File: config.mk
export PLATFORM = sky130hd
export DESIGN_NAME = fetch_line_buffer
export DESIGN_NICKNAME = d
export VERILOG_FILES = /design/src/rtl/fetch_line_buffer.sv
export SDC_FILE = /design/constraint.sdc
export NUM_CORES = 1
export LEC_CHECK = 0
export CAP_MARGIN = 20
export CORE_MARGIN = 4
export CORE_UTILIZATION = 51
export CTS_BUF_LIST = sky130_fd_sc_hd__clkbuf_4 sky130_fd_sc_hd__clkbuf_8
export DETAILED_ROUTE_END_ITERATION = 16
export HOLD_SLACK_MARGIN = 0.1
export PLACE_DENSITY_LB_ADDON = 0.3
export SLEW_MARGIN = 10
export SYNTH_ARGS = -nofsm -noshare
export SYNTH_HDL_FRONTEND = slang
export SYNTH_SLANG_ARGS = --single-unit
export TNS_END_PERCENT = 20
File: constraint.sdc
create_clock -name clk_i -period 4.87 [get_ports clk_i]
set_clock_uncertainty 0.05 [all_clocks]
set_input_delay 0.974 -clock clk_i [delete_from_list [all_inputs] [get_ports clk_i]]
set_output_delay 0.974 -clock clk_i [all_outputs]
set_load 0.02 [all_outputs]
File: src/rtl/fetch_line_buffer.sv
// fetch_line_buffer
//
// Instruction-fetch front end between the 64-bit instruction port of the
// tightly-coupled memory and the 32-bit decode interface. It requests whole
// 8-byte lines, counts outstanding responses as credits, and buffers returned
// lines in a small FIFO. Each buffered line is handed to decode as two 32-bit
// instructions. A branch redirect flushes the FIFO, marks responses still owed
// as stale, and restarts fetching at the target line.
//
// Ports
//   clk_i, rst_i           clock (rising edge), synchronous active-low reset
//   branch_request_i/pc_i  redirect fetch to branch_pc_i (bits [1:0] ignored)
//   invalidate_i           raise an instruction-memory invalidate (fence.i)
//   fetch_valid_o/accept_i decode handshake
//   fetch_instr_o/pc_o     instruction word and its PC
//   fetch_fault_o          bus error for this PC (instruction forced to 0)
//   mem_rd_o/mem_pc_o      line fetch request and line-aligned address
//   mem_invalidate_o       invalidate request, held until mem_accept_i
//   mem_accept_i           memory accepts the current request
//   mem_valid_i/error_i    in-order response strobe and error flag
//   mem_inst_i             response line: [31:0] at +0, [63:32] at +4
module fetch_line_buffer #(
  parameter logic [31:0] BOOT_VECTOR = 32'h8000_0000,
  parameter int          DEPTH       = 4
) (
  input  logic        clk_i,
  input  logic        rst_i,
  input  logic        branch_request_i,
  input  logic [31:0] branch_pc_i,
  input  logic        invalidate_i,
  output logic        fetch_valid_o,
  input  logic        fetch_accept_i,
  output logic [31:0] fetch_instr_o,
  output logic [31:0] fetch_pc_o,
  output logic        fetch_fault_o,
  output logic        mem_rd_o,
  output logic [31:0] mem_pc_o,
  output logic        mem_invalidate_o,
  input  logic        mem_accept_i,
  input  logic        mem_valid_i,
  input  logic        mem_error_i,
  input  logic [63:0] mem_inst_i
);

  localparam int PW = $clog2(DEPTH);
  localparam int CW = PW + 1;
  localparam logic [CW-1:0] FULL = CW'(DEPTH);

  // Control state
  logic [28:0]   r_fetch_line;  // next line to request
  logic [28:0]   r_resp_line;   // line the next kept response belongs to
  logic [CW-1:0] r_inflight;
  logic [CW-1:0] r_discard;
  logic [CW-1:0] r_count;
  logic [PW-1:0] r_wr_ptr;
  logic [PW-1:0] r_rd_ptr;
  logic          r_half;        // low word of head already consumed
  logic          r_first;       // next kept response is first after redirect/reset
  logic          r_start_bit;   // word offset of the redirect target
  logic          r_inv;

  // Line storage (not reset; qualified by r_count)
  logic [63:0]   r_data   [DEPTH];
  logic [28:0]   r_linepc [DEPTH];
  logic          r_err    [DEPTH];
  logic          r_start  [DEPTH];

  logic [CW-1:0] w_count;
  logic          w_mem_rd;
  logic          w_req_fire;
  logic          w_resp;
  logic          w_drop;
  logic          w_push;
  logic          w_valid;
  logic          w_head_sel;
  logic          w_acc;
  logic          w_pop;
  logic          w_unused;

  assign w_unused = ^branch_pc_i[1:0];

  // Credits are the sum of buffered and outstanding lines; a pop in the same
  // cycle does not free a credit, so the FIFO can never overflow.
  assign w_count    = r_count + r_inflight;
  assign w_mem_rd   = rst_i && (w_count < FULL) && !branch_request_i && !r_inv;
  assign w_req_fire = w_mem_rd && mem_accept_i;
  // Responses with nothing outstanding (e.g. right after reset) are ignored.
  assign w_resp     = mem_valid_i && (r_inflight != '0);
  assign w_drop     = w_resp && (r_discard != '0);
  assign w_push     = w_resp && !w_drop && !branch_request_i;

  assign w_valid    = (r_count != '0);
  assign w_head_sel = r_start[r_rd_ptr] | r_half;
  assign w_acc      = w_valid && fetch_accept_i;
  // An error line yields a single faulting instruction, then is popped.
  assign w_pop      = w_acc && (w_head_sel || r_err[r_rd_ptr]);

  assign mem_rd_o         = w_mem_rd;
  assign mem_pc_o         = {r_fetch_line, 3'b000};
  assign mem_invalidate_o = r_inv;

  always_ff @(posedge clk_i) begin
    if (!rst_i) begin
      r_fetch_line <= BOOT_VECTOR[31:3];
      r_resp_line  <= BOOT_VECTOR[31:3];
      r_inflight   <= '0;
      r_discard    <= '0;
      r_count      <= '0;
      r_wr_ptr     <= '0;
      r_rd_ptr     <= '0;
      r_half       <= 1'b0;
      r_first      <= 1'b1;
      r_start_bit  <= BOOT_VECTOR[2];
    end else if (branch_request_i) begin
      // Every response still owed after this cycle belongs to the old path.
      r_inflight   <= r_inflight - CW'(w_resp);
      r_discard    <= r_inflight - CW'(w_resp);
      r_fetch_line <= branch_pc_i[31:3];
      r_resp_line  <= branch_pc_i[31:3];
      r_count      <= '0;
      r_wr_ptr     <= '0;
      r_rd_ptr     <= '0;
      r_half       <= 1'b0;
      r_first      <= 1'b1;
      r_start_bit  <= branch_pc_i[2];
    end else begin
      r_inflight <= r_inflight + CW'(w_req_fire) - CW'(w_resp);
      r_count    <= r_count + CW'(w_push) - CW'(w_pop);
      if (w_drop) begin
        r_discard <= r_discard - CW'(1);
      end
      if (w_req_fire) begin
        r_fetch_line <= r_fetch_line + 29'd1;
      end
      if (w_push) begin
        r_wr_ptr    <= r_wr_ptr + PW'(1);
        r_resp_line <= r_resp_line + 29'd1;
        r_first     <= 1'b0;
      end
      if (w_pop) begin
        r_rd_ptr <= r_rd_ptr + PW'(1);
        r_half   <= 1'b0;
      end else if (w_acc) begin
        r_half <= 1'b1;
      end
    end
  end

  // A new invalidate may be raised in the very cycle the previous one is taken.
  always_ff @(posedge clk_i) begin
    if (!rst_i) begin
      r_inv <= 1'b0;
    end else begin
      r_inv <= (r_inv && !mem_accept_i) || invalidate_i;
    end
  end

  always_ff @(posedge clk_i) begin
    if (w_push) begin
      r_data[r_wr_ptr]   <= mem_inst_i;
      r_linepc[r_wr_ptr] <= r_resp_line;
      r_err[r_wr_ptr]    <= mem_error_i;
      r_start[r_wr_ptr]  <= r_first & r_start_bit;
    end
  end

  always_comb begin
    fetch_valid_o = w_valid;
    fetch_fault_o = 1'b0;
    fetch_instr_o = '0;
    // While empty, show the PC that will be delivered next.
    fetch_pc_o    = {r_resp_line, r_first & r_start_bit, 2'b00};
    if (w_valid) begin
      fetch_fault_o = r_err[r_rd_ptr];
      fetch_pc_o    = {r_linepc[r_rd_ptr], w_head_sel, 2'b00};
      if (!r_err[r_rd_ptr]) begin
        fetch_instr_o = w_head_sel ? r_data[r_rd_ptr][63:32] : r_data[r_rd_ptr][31:0];
      end
    end
  end

endmodule

* Word level (Yosys, flattened, before mapping) *
Memory sizes are Yosys's and may differ from the RTL's. A register that Yosys moved wholly into a read port is not among the register bits.
Index checks and enable logic that the tools add are counted.

storage, ports and cells
  memories = 4
  register bits after elaboration = 75
  logic and storage cells = 77
  memory bits (writable) = 380

cells by class
  mux-type cells = 22
  add/subtract/negate cells = 11
  order comparisons = 1
  bitwise gates (word level) = 3
  reductions and logical operators = 25

memories
  name      depth  width  rd ports  clocked after memory_dff  wr ports  RTL line  text
  r_data    4      64     1         1                         1         63        logic [63:0] r_data [DEPTH];
  r_linepc  4      29     1         1                         1         64        logic [28:0] r_linepc [DEPTH];
  r_err     4      1      1         1                         1         65        logic r_err [DEPTH];
  r_start   4      1      1         1                         1         66        logic r_start [DEPTH];

operators with widths
  cell                                              count
  two-way mux 32 bit                                4
  two-way mux 29 bit                                4
  adder 29 x 1 -> 29 bit, second input constant     2
  two-way mux 2 bit                                 8
  logical AND 1 bit                                 11
  two-way mux 3 bit                                 3
  nonzero test 3 bit                                3
  subtractor 3 x 1 -> 3 bit                         3
  adder 3 x 1 -> 3 bit                              2
  nonzero test 2 bit                                3
  adder 2 x 1 -> 2 bit, second input constant       2
  logical NOT 1 bit                                 4
  adder 3 bit                                       1
  < comparator 3 bit, second input constant         1
  two-way mux 1 bit                                 3
  OR reduction 3 bit                                1
  subtractor 3 x 1 -> 3 bit, second input constant  1
  logical OR 1 bit                                  2
  OR reduction 2 bit                                1
  bitwise AND 1 bit                                 1
  inverter 1 bit                                    1
  bitwise OR 1 bit                                  1

* Longest topological paths before layout *
  word-level depth = 9
  depth in mapped cells = 15
  gate-level depth less buffers = 13

* Worst setup path after synthesis *
OpenSTA, ideal clock, no wires.

  path kind = input to register
  from = in branch_request_i
  to = mem r_data[1][0], enable pin
  setup time = 464 ps
  stages = 3
  arrival time = 3728 ps
  buffers on the path = 1
  setup slack = 628 ps
  cell sequence = clkbuf_1 nor3_1 and2_1

between the ends
  longest elaborated chain between the ends = 4

RTL lines
  item                                     RTL line  text
  from (decl)                              28        input logic branch_request_i,
  logical NOT 1 bit                        90        assign w_push = w_resp && !w_drop && !branch_request_i;
  logical AND 1 bit                        90
  two-way mux 1 bit                        159       if (w_push) begin
  two-way mux 1 bit (not written as such)  160       r_data[r_wr_ptr] <= mem_inst_i;
  to (decl)                                63

No other way between the ends.

==> summary.txt <==
Outcome: completed
Routed WL: 41.8 mm
Slew Viols, Final: 0
Vias post-DR: 11200
Root Buffer: clkbuf_8
Area growth syn-to-layout: 20.6%
Max_slew headroom: 28.6%
Post-CTS Resized: 0
Clk_lat worst skew: 0.58 ns
Clk pwr share: 35.0%
CTS max path bufs: 3
Initial antenna violation count: 1
Share of cells above drive strength 1: 16.2%
Row cnt: 69
Vias in the first global route: 11600
Fillers: 2631
FFs w/ async S/R, synth: 0%
RSZ-0062 raised after global routing: false
Flop pwr share: 52.0%
CTS Sinks: 457
Total power: 8.75 mW
Pwr Density: 387 mW/mm2
Int Pwr: 6.58 mW
Core area: 0.0359 mm2
Tcrit/Tclk final: 87.4%
Crit path launch type: flip-flop
Total Die Area: 0.0399 mm2
# setup viols final: 0
EDFF count, synth: 380
Antenna viol nets, final: 0
Arrival @ worst endpoint: 3.23 ns
WL met2: 19.9 mm
Number of synthesized register bits: 457
Starting Density: 52.2%
Total track usage: 20.9%
Met1 Routed Length: 17.6 mm
H-tree Lvls: 3
Post-DR wirelength/cell: 21.4 um
Vias per inst: 5.74
Initial drt markers: 691
VDD IR max: 160 uV
Worst-Margin Slew: 1.07 ns
I/O pins: 204
Max Cap Viol: 0
Setup crit end kind: primary output
WS Path Type: reg -> out
Die height: 200 um
Fin nets: 1567
HPWL Detailed: 26.2 mm
Min cycle time layout: 4.25 ns
Die Wd: 200 um
Comb power frac: 13.0%
Count of final hold-check violations: 0
Mapped Cells: 1222
Largest net degree at the start of global routing: 86
Sw frac: 24.8%
CTS tree: done
Yosys cell types: 61
WP data required: 3.85 ns
P_leak: 7.39 nW
Fmax achieved: 235 MHz
Post-CTS setup buffer count: 0
Syn Area/Cell: 15.3 um2
Hold buffer count at CTS: 0
Post-Syn Area: 0.0188 mm2
Port Buffers: 196
# DRC: 0
CTS Buf Count: 73
First-pass GRT wire length: 64.7 mm
Crit-path max FO: 32
Congestion Overflow GR: 0
Metal3 WL: 3.55 mm
Sum Neg Setup Slack: 0 ns
Sw power: 2.17 mW
Hold WC Path Type: reg -> reg
Clk slew on worst S/H paths: 0.06 ns
Top FF cell, synth: edfxtp_1
RePlAce Congestion: 0.858
Ys Warns: 0
DR top layer: met4
Pre-Repair DR Iteration Count: 5
Seq/Total Area, Yosys: 69.1%
## cell families after synthesis
logic type	count (synthesis)	synth area share, %
mux	98	11.6
simple gates	346	8.81
other cells	1	0.0200
buf+inv	95	2.14
fa+ha+maj	17	1.21
xor+xnor	50	2.37
compound gates	158	4.82
flops	457	69.1
## flip-flops by register name, summed over array words and instances, names as in the netlist, named ones only
signal            count
r_data              256
r_linepc            116
r_fetch_line         29
r_resp_line          29
r_err                 4
r_start               4
r_count               3
r_discard             3
r_inflight            3
r_rd_ptr              2
r_wr_ptr              2
mem_invalidate_o      1
r_first               1
r_half                1
r_start_bit           1
## area by class of cell
cell class / instances / area, um2 / area share, %
sequential: 457 / 13000 / 57.3
multi-input combinational: 674 / 5440 / 24.0
timing repair buffer: 218 / 2230 / 9.85
clock buffer: 98 / 1200 / 5.33
tap: 461 / 577 / 2.55
clock inverter: 21 / 124 / 0.548
inverter: 22 / 82.6 / 0.365
antenna: 2 / 5.00 / 0.0221
## final timing paths
kind         cells past startpoint                            end  slack (ns)                           from
min reg2reg                      1  r_fetch_line[28]$_SDFFE_PN1P_        0.46  r_fetch_line[28]$_SDFFE_PN1P_
max reg2reg                     14       r_inflight[2]$_SDFF_PN0_        1.52          r_count[1]$_SDFF_PP0_
max                              4              fetch_instr_o[20]        0.62                      flip-flop
min                              1  r_fetch_line[28]$_SDFFE_PN1P_        0.46  r_fetch_line[28]$_SDFFE_PN1P_
## synth_stat cells, drive strengths merged, types with 3 or more instances
master,n,area share (%)
edfxtp,380,61
nand2,203,4.1
mux4,95,11
a21oi,84,2.2
dfxtp,77,8.2
clkbuf,44,0.88
o21ai,32,0.85
buf,29,0.82
xor2,27,1.3
xnor2,23,1.1
inv,21,0.42
nand3,20,0.53
nand4,19,0.63
nor2,17,0.43
ha,15,1.0
nor3,14,0.40
and3,13,0.43
nor4,13,0.47
a31oi,8,0.27
and2,8,0.27
and4,8,0.37
or4,8,0.32
a211oi,5,0.20
nand2b,5,0.21
o31ai,5,0.20
or2,5,0.17
o21a,4,0.16
or3,4,0.13
mux2i,3,0.16
nand4b,3,0.14
o211ai,3,0.12
## critical path, stage by stage (launching register included)
cell             delay, ns
dfxtp_4               0.49
mux4_2                0.58
or2_2                 0.60
a21oi_1               0.26
clkdlybuf4s50_1       0.71
## power groups by stage
stage	Combinational [mW]	Sequential, mW	Clock, mW
after floorplan	0.658	4.63	0
after global placement	1.13	4.62	0
after detailed placement	1.15	4.63	0
after CTS	1.15	4.55	3.14
after global routing	1.25	4.57	3.32
final	1.14	4.55	3.06
## metrics by stage
step	area, um2	hold WS [ns]	utilization (%)	instances	worst slack (ns)
final	22600	0.456	63.0	1953	0.616
after global routing	22600	0.493	63.0	1951	0.487
after detailed placement	21300	0.437	59.3	1832	0.700
after global placement	21300	0.425	59.3	1832	0.702
after floorplan	18800	0.402	-	1226	0.628
after CTS	22600	0.459	63.0	1951	0.533
## per-layer routing
layer  global-route usage [%]  up-vias
met5                        0        -
met4                     6.11        0
met3                     4.75       66
met2                     33.3      458
met1                     29.4     5535
li1                         -     5144
## cells in the final DEF, fill, tap and decap left out, types with 8 or more instances in the layout
| cell type | synthesis | final |
|---|---|---|
| a21oi_1 | 84 | 84 |
| a31oi_1 | 8 | 8 |
| and3_1 | 13 | 13 |
| and4_1 | 8 | 8 |
| buf_12 | 0 | 8 |
| buf_4 | 6 | 14 |
| clkbuf_4 | 0 | 23 |
| clkbuf_8 | 0 | 75 |
| clkdlybuf4s50_1 | 0 | 196 |
| clkinv_1 | 1 | 13 |
| dfxtp_1 | 77 | 75 |
| edfxtp_1 | 380 | 380 |
| ha_1 | 15 | 15 |
| inv_1 | 20 | 19 |
| mux4_2 | 95 | 95 |
| nand2_1 | 203 | 203 |
| nand3_1 | 20 | 20 |
| nand4_1 | 19 | 19 |
| nor2_1 | 16 | 15 |
| nor3_1 | 13 | 12 |
| nor4_1 | 12 | 12 |
| o21ai_0 | 32 | 32 |
| or4_1 | 8 | 8 |
| xnor2_1 | 22 | 22 |
| xor2_1 | 27 | 27 |
(Power assumes the default switching activity.)
